$ cat src/rtl/mem_writeback.sv
// Memory / writeback stage. Non-memory ops retire the cycle after they are
// accepted. Loads and stores hold a data-memory request in MEM until
// dmem_resp arrives. A load writes the register file the cycle after that.
module mem_writeback (
  input  logic        clk,
  input  logic        rst,
  input  logic        in_valid,
  input  logic [31:0] in_alu,
  input  logic [31:0] in_rs2,
  input  logic [31:0] in_pc,
  input  logic [31:0] in_u_imm,
  input  logic [4:0]  in_rd,
  input  logic [2:0]  in_funct3,
  input  logic        in_mem_read,
  input  logic        in_mem_write,
  input  logic        in_load_rd,
  input  logic [1:0]  in_wb_sel,
  output logic        dmem_read,
  output logic        dmem_write,
  output logic [31:0] dmem_address,
  output logic [31:0] dmem_wdata,
  output logic [3:0]  dmem_byte_enable,
  input  logic [31:0] dmem_rdata,
  input  logic        dmem_resp,
  output logic        ld_regfile,
  output logic [4:0]  rd,
  output logic [31:0] wb_data,
  output logic        stall_out
);

  typedef enum logic {IDLE, MEM} state_t;
  state_t state;

  // Instruction fields captured at accept. A load needs them again when
  // the memory response comes back.
  logic [31:0] cap_alu, cap_pc, cap_u_imm;
  logic [4:0]  cap_rd;
  logic [2:0]  cap_funct3;
  logic [1:0]  cap_wb_sel;
  logic        cap_load_rd, cap_read;

  logic [3:0]  st_be;
  logic [31:0] st_wdata;
  logic [7:0]  ld_byte;
  logic [15:0] ld_half;
  logic [31:0] ld_val;

  assign stall_out = (state == MEM);

  function automatic logic [31:0] wb_mux(input logic [1:0] sel, input logic [31:0] alu,
                                         input logic [31:0] mem, input logic [31:0] pc,
                                         input logic [31:0] uimm);
    case (sel)
      2'b00:   wb_mux = alu;
      2'b01:   wb_mux = mem;
      2'b10:   wb_mux = pc + 32'd4;
      default: wb_mux = uimm;
    endcase
  endfunction

  // Store lane steering: replicate the data and enable only the addressed lanes.
  always_comb begin
    st_be    = 4'b0000;
    st_wdata = 32'd0;
    case (in_funct3[1:0])
      2'b00: begin
        st_be    = 4'b0001 << in_alu[1:0];
        st_wdata = {4{in_rs2[7:0]}};
      end
      2'b01: begin
        st_be    = 4'b0011 << {in_alu[1], 1'b0};
        st_wdata = {2{in_rs2[15:0]}};
      end
      default: begin
        st_be    = 4'b1111;
        st_wdata = in_rs2;
      end
    endcase
  end

  // Load extraction: select the addressed byte or halfword, then extend it.
  always_comb begin
    ld_byte = dmem_rdata[{cap_alu[1:0], 3'b000} +: 8];
    ld_half = cap_alu[1] ? dmem_rdata[31:16] : dmem_rdata[15:0];
    case (cap_funct3)
      3'b000:  ld_val = {{24{ld_byte[7]}}, ld_byte};
      3'b100:  ld_val = {24'd0, ld_byte};
      3'b001:  ld_val = {{16{ld_half[15]}}, ld_half};
      3'b101:  ld_val = {16'd0, ld_half};
      default: ld_val = dmem_rdata;
    endcase
  end

  // Stage FSM: accept in IDLE, hold the memory request in MEM, and register all outputs.
  always_ff @(posedge clk) begin
    if (rst) begin
      state            <= IDLE;
      ld_regfile       <= 1'b0;
      rd               <= 5'd0;
      wb_data          <= 32'd0;
      dmem_read        <= 1'b0;
      dmem_write       <= 1'b0;
      dmem_address     <= 32'd0;
      dmem_wdata       <= 32'd0;
      dmem_byte_enable <= 4'd0;
      cap_alu          <= 32'd0;
      cap_pc           <= 32'd0;
      cap_u_imm        <= 32'd0;
      cap_rd           <= 5'd0;
      cap_funct3       <= 3'd0;
      cap_wb_sel       <= 2'd0;
      cap_load_rd      <= 1'b0;
      cap_read         <= 1'b0;
    end else begin
      ld_regfile <= 1'b0;
      case (state)
        IDLE: begin
          if (in_valid) begin
            cap_alu     <= in_alu;
            cap_pc      <= in_pc;
            cap_u_imm   <= in_u_imm;
            cap_rd      <= in_rd;
            cap_funct3  <= in_funct3;
            cap_wb_sel  <= in_wb_sel;
            cap_load_rd <= in_load_rd;
            cap_read    <= in_mem_read;
            if (in_mem_read || in_mem_write) begin
              // When both read and write are set, the op is treated as a load.
              state            <= MEM;
              dmem_read        <= in_mem_read;
              dmem_write       <= in_mem_write & ~in_mem_read;
              dmem_address     <= {in_alu[31:2], 2'b00};
              dmem_wdata       <= in_mem_read ? 32'd0 : st_wdata;
              dmem_byte_enable <= in_mem_read ? 4'd0 : st_be;
            end else begin
              ld_regfile <= in_load_rd && (in_rd != 5'd0);
              rd         <= in_rd;
              wb_data    <= wb_mux(in_wb_sel, in_alu, 32'd0, in_pc, in_u_imm);
            end
          end
        end
        MEM: begin
          if (dmem_resp) begin
            state      <= IDLE;
            dmem_read  <= 1'b0;
            dmem_write <= 1'b0;
            if (cap_read) begin
              ld_regfile <= cap_load_rd && (cap_rd != 5'd0);
              rd         <= cap_rd;
              wb_data    <= wb_mux(cap_wb_sel, cap_alu, ld_val, cap_pc, cap_u_imm);
            end
          end
        end
        default: state <= IDLE;
      endcase
    end
  end

endmodule

$ cat config.mk
export PLATFORM = sky130hd
export DESIGN_NAME = mem_writeback
export DESIGN_NICKNAME = d
export VERILOG_FILES = /design/src/rtl/mem_writeback.sv
export SDC_FILE = /design/constraint.sdc
export NUM_CORES = 1
export LEC_CHECK = 0
export ABC_AREA = 1
export BUFFER_PORTS_ARGS = -buffer_cell sky130_fd_sc_hd__buf_2
export CORE_ASPECT_RATIO = 1.4
export CORE_UTILIZATION = 30
export DETAILED_ROUTE_END_ITERATION = 8
export SYNTH_ARGS = -nofsm -noshare
export SYNTH_HDL_FRONTEND = slang
export SYNTH_SLANG_ARGS = --single-unit
$ cat constraint.sdc
create_clock -name clk -period 1.75 [get_ports clk]
set_input_delay 0.175 -clock clk [delete_from_list [all_inputs] [get_ports clk]]
set_output_delay 0.175 -clock clk [all_outputs]
set_load 0.005 [all_outputs]
# Word-level counts from Yosys, hierarchy flattened
# Index checks and enable logic that the tools add are counted.
# word_totals
regBits	215
input_bits	177
output_inout_bits	109
wordCells	85
# op_classes
addsub	2
eq_ne	13
n_shift	3
mux	34
bitwise_logic	3
reduce_logical	13
# ops
operator	n
$pmux W32 S3	2
$mux W32	5
$pmux W32 S2	2
$pmux W32 S4	1
$add A32 B3 Y32 const B	2
$shiftx A32 B6 Y8	1
$mux W5	4
$mux W16	1
$mux W1	12
$pmux W5 S2	1
$reduce_bool A5 Y1	2
$ne A2 B2 Y1 const B	4
$pmux W1 S2	4
$pmux W4 S2	1
$eq A2 B1 Y1 const B	3
$eq A3 B3 Y1 const B	2
$logic_not A2 Y1	3
$reduce_and A3 Y1	2
$eq A2 B2 Y1 const B	2
$mux W4	1
$reduce_and A4 Y1	1
$shl A1 B2 Y4 const A	1
$shl A2 B2 Y4 const A	1
$eq A3 B1 Y1 const B	1
other kinds (7)	9

# Depth between registers and ports, before layout
# depth
ltp_word	6
mapped_depth	13
depth_no_buf	13

# Worst setup path before layout
# OpenSTA, ideal clock, no wires.
# synth_timing
path_kind	reg2reg
from	reg cap_pc[2]
to	reg wb_data[12]
setup_time_ns	0.070
arrival_ns	1.415
required_time_ns	1.680
slack_ns	0.265
stages_incl_launch_ff	12
n_path_buf	0
period_less_slack_ns	1.485
cell_sequence	dfxtp_1 ha_1 nand3_2 nor2_4 nand2_1 inv_1 nor2_1 nor3_1 nor2_1 nand2_1 nand2_1 a21oi_1
# synth_between
elab_chain_cells	5
# synth_lines
item	line	source
start: declaration	36	logic [31:0] cap_alu, cap_pc, cap_u_imm;
start signal: assignment	120	cap_pc <= in_pc;
$add A32 B3 Y32	56	2'b10: wb_mux = pc + 32'd4;
$pmux W32 S3	53	case (sel)
$mux W32	147	if (cap_read) begin
$mux W32	143	if (dmem_resp) begin
$pmux W32 S2	116	case (state)
end signal: assignment	138	wb_data <= wb_mux(in_wb_sel, in_alu, 32'd0, in_pc, in_u_imm);
end signal: assignment	150	wb_data <= wb_mux(cap_wb_sel, cap_alu, ld_val, cap_pc, cap_u_imm);
end: declaration	27	output logic [31:0] wb_data,
# No other way between the ends. The select of a mux whose other input is x is not followed.
# A chain may end at the register's enable or synchronous reset.

# Worst setup path in the final report
# layout_timing
from	reg state (netlist: stall_out)
to	reg wb_data[18]
# layout_between
elab_chain_cells	3
elab_cells_between_ends	7
classes_between	4 x eq/ne; 1 x mux; 1 x bitwise; 1 x reduce/logical
# layout_lines
item	line	source
start: declaration	32	state_t state;
start signal: assignment	97	state <= IDLE;
start signal: assignment	129	state <= MEM;
start signal: assignment	144	state <= IDLE;
$not A1 Y1 (no line)	--	
$ne A2 B2 Y1 (no line)	--	
$reduce_and A4 Y1 (no line)	--	
# Parallel ways exist; a longest one is shown, timed or not.

==> implementation parameters <==
Parameter                              Value

CTS
  Worst-Skew Late Latency    0.54 ns
  Root Buffer    sky130_fd_sc_hd__clkbuf_16
  Worst-case clock buffer depth    3
  Clock sinks    215
  Cts bufs inserted    24
  Clock H-tree levels    1
  Register clock-pin slew on the reported worst setup and hold paths    0.06 ns
  Clock tree from TritonCTS    yes

STA
  Fin crit share    98.2%
  Final critical path time including I/O delays and setup    1.72 ns
  Worst hold slack    0.0134 ns
  Worst-case headroom to the max-slew limit    61.0%
  Worst-case clock skew    0.0235 ns
  Setup repair after global routing missed its margin    true
  # setup viols final    0
  Max Clock Freq    582 MHz
  Count of endpoints failing hold in the final timing report    0
  Post-route worst setup slack    0.0313 ns
  Number of slew-limit violations in the final report    0
  Slew of the pin with the lowest slew margin    0.585 ns

Power and ir drop
  Sequential fraction of design power    38.7%
  Part of the total power dissipated in combinational logic    21.6%
  Proportion of total power due to net switching    30.5%
  Power Density    848 nW/um2
  Internal cell power    9.84 mW
  Total net switching power    4.31 mW
  Cell leakage power    7.70 nW
  Max rail drop VDD    770 uV
  Clock network power share    39.7%

Yosys
  Post-Synthesis Cells    1883
  Summed instance area of the synthesized netlist    11800 um2
  Syn_area_per_cell    6.25 um2
  Netlist cell types    39
  Post-synthesis sequential element count    215
  Synth async-reset ratio    0%
  Post-synth EDFFs    0
  Count of yosys warnings during synthesis    0
  Ys flop type    sky130_fd_sc_hd__dfxtp_1
  Register area share after synthesis    36.6%

Final layout
  Post-route core utilization    43.3%
  # diodes    0
  Growth of design area from synthesis to finish    41.8%
  Most common library cell in the layout ignoring fill and taps    sky130_fd_sc_hd__nand2_1
  Most frequent cells in the layout    sky130_fd_sc_hd__nand2_1, sky130_fd_sc_hd__a21oi_1, sky130_fd_sc_hd__buf_2
  Count of nets after finishing    2509
  Share of cells above drive strength 1    25.3%

Floorplan
  Number of placement rows    85
  Top-level port count    286
  Placeable core region    38500 um2
  Die ar.    40000 um2
  Die height    236 um
  Initial Util    30.5%
  Die Span X    169 um

Run status
  Result of the run    complete, no violations

Routing
  Met1 wire length    21500 um
  Via count of the routed design    14800
  Max Used Layer    met4
  DRC violations left    0
  Total wire length after detailed routing    56600 um
  Number of vias per cell after detailed routing    5.14
  Post-route ant nets    0
  Met2 wire length    27000 um
  Met3 routed WL    4060 um
  Number of violations reported at the end of detailed-routing iteration 0    1215
  Routed wire per std cell    19.7 um
  Number of detailed-route iterations in the first pass    5

Critical path
  Data arrival time of the worst path    2.13 ns
  CP Capture Type    flip-flop
  Worst setup path class    flip-flop to flip-flop
  Req. time, crit path    2.16 ns
  Kind of start point of the critical path    flip-flop
  Worst Path Max Fanout    21

Global route
  Initial antenna violation count    0
  Via count of the first global-routing pass    14400
  Residual overflow from global routing    0
  Largest net degree at the start of global routing    110
  GRT Total Usage    27.6%
  Wire length of the first global-routing pass    84300 um

Place
  Post-Place Setup Slack    -0.144 ns
  Count of buffers inserted at the top-level ports    283
  DP HPWL    43100 um
  Placer Congestion    0.968

Job
  Max-capacitance violation count    0

Worst hold path
  Hold WC Path Type    input pin to flip-flop
==> metrics by stage <==
step                      std cells  TNS, ns  total power [mW]  area, um2
final                          2869        0              14.1      16700
after global routing           2869  -0.0984              14.7      16700
after CTS                      2866  -0.0164              14.1      16400
after detailed placement       2739   -0.354              8.33      14700
after global placement         2739   -0.351              8.32      14700
after floorplan                1884        0              6.91      11800
==> per-layer routing <==
layer	GRT usage (%)	up-vias
li1	-	7065
met1	32.4	6817
met2	46.6	694
met3	3.64	174
met4	18.1	0
met5	0	-
==> synthesized netlist by cell type (3+ instances only) <==
| library cell | instances | area [um2] |
|---|---|---|
| sky130_fd_sc_hd__o21ai_0 | 228 | 1140 |
| sky130_fd_sc_hd__o21bai_1 | 3 | 22.5 |
| sky130_fd_sc_hd__nand2_1 | 414 | 1550 |
| sky130_fd_sc_hd__inv_2 | 9 | 33.8 |
| sky130_fd_sc_hd__buf_2 | 30 | 150 |
| sky130_fd_sc_hd__buf_1 | 5 | 18.8 |
| sky130_fd_sc_hd__inv_1 | 176 | 661 |
| sky130_fd_sc_hd__nand3_1 | 112 | 561 |
| sky130_fd_sc_hd__a31oi_1 | 5 | 31.3 |
| sky130_fd_sc_hd__a21oi_2 | 4 | 35.0 |
| sky130_fd_sc_hd__nor2_4 | 7 | 78.8 |
| sky130_fd_sc_hd__buf_4 | 3 | 22.5 |
| sky130_fd_sc_hd__o21ai_1 | 5 | 25.0 |
| sky130_fd_sc_hd__o211ai_1 | 11 | 82.6 |
| sky130_fd_sc_hd__nor2_2 | 5 | 31.3 |
| sky130_fd_sc_hd__nor2_1 | 222 | 833 |
| sky130_fd_sc_hd__nand2_2 | 6 | 37.5 |
| sky130_fd_sc_hd__nand4_1 | 4 | 25.0 |
| sky130_fd_sc_hd__a21oi_1 | 298 | 1490 |
| sky130_fd_sc_hd__or2_2 | 5 | 31.3 |
| sky130_fd_sc_hd__o22ai_1 | 12 | 75.1 |
| sky130_fd_sc_hd__nor3_1 | 17 | 85.1 |
| sky130_fd_sc_hd__clkbuf_1 | 68 | 255 |
| sky130_fd_sc_hd__dfxtp_1 | 215 | 4300 |
==> cell type report <==
cell class                      count  area [um2]
Clock buffer                       35         743
Sequential cell                   215        4330
Tap cell                          522         653
Timing Repair Buffer              529        3600
Multi-Input combinational cell   1375        6530
Inverter                          185         698
Fill cell                        4080       21800
Clock inverter                      8         129
==> repair_timing <==
item	CTS	global route
gates resized for setup	6	83
pin swaps	1	15
gates cloned	0	1
hold endpoints to repair	115	0
setup buffers	0	2
hold buffers	84	0
endpoints found under the setup margin	6	33
==> sequential cells by signal (all words and copies together) (netlist names) <==
name              count
cap_read              1
wb_data              32
ld_regfile            1
dmem_read             1
cap_alu              32
dmem_wdata           32
cap_wb_sel            2
cap_u_imm            32
dmem_byte_enable      4
cap_rd                5
cap_load_rd           1
rd                    5
dmem_address         30
stall_out             1
dmem_write            1
cap_funct3            3
cap_pc               32
==> path summary, 6_finish.rpt <==
check        slack (ns)                     start                         end  cells past startpoint
max                0.03      stall_out$_SDFF_PP0_    wb_data[18]$_SDFFE_PP0P_                      7
min                0.01              in_u_imm[29]  cap_u_imm[29]$_SDFFE_PP0P_                      3
max reg2reg        0.03      stall_out$_SDFF_PP0_    wb_data[18]$_SDFFE_PP0P_                      7
min reg2reg        0.45  cap_alu[10]$_SDFFE_PP0P_    cap_alu[10]$_SDFFE_PP0P_                      2
==> power by group through the flow <==
stage               Sequential [mW]  Combinational, mW  Clock (mW)
floorplan                      5.52               1.40           0
global placement               5.56               2.77           0
detailed placement             5.56               2.77           0
CTS                            5.46               2.93        5.69
global route                   5.51               3.30        5.86
finish                         5.48               3.05        5.62
==> kinds of logic (layout without fill, tap and decap cells) <==
family | after synthesis | in the layout | share of synthesized area [%]
XOR/XNOR | 2 | 2 | 0.149
AND/OR/NAND/NOR | 795 | 796 | 27.8
other | 1 | 2 | 0.0319
adder cells (fa/ha/maj) | 2 | 2 | 0.213
AO/OA/AOI/OAI | 573 | 573 | 25.2
flip-flops | 215 | 215 | 36.6
buffers and inverters | 295 | 757 | 10.0
==> worst max-delay path, cell delays in order (launching register included) <==
cell	delay, ns
sky130_fd_sc_hd__dfxtp_1	0.33
sky130_fd_sc_hd__inv_2	0.16
sky130_fd_sc_hd__nand2_4	0.11
sky130_fd_sc_hd__o21ai_1	0.13
sky130_fd_sc_hd__o21ai_2	0.11
sky130_fd_sc_hd__buf_4	0.25
sky130_fd_sc_hd__a21oi_1	0.38
sky130_fd_sc_hd__a21oi_1	0.11
Note: power is estimated with default switching activity, not from simulation.
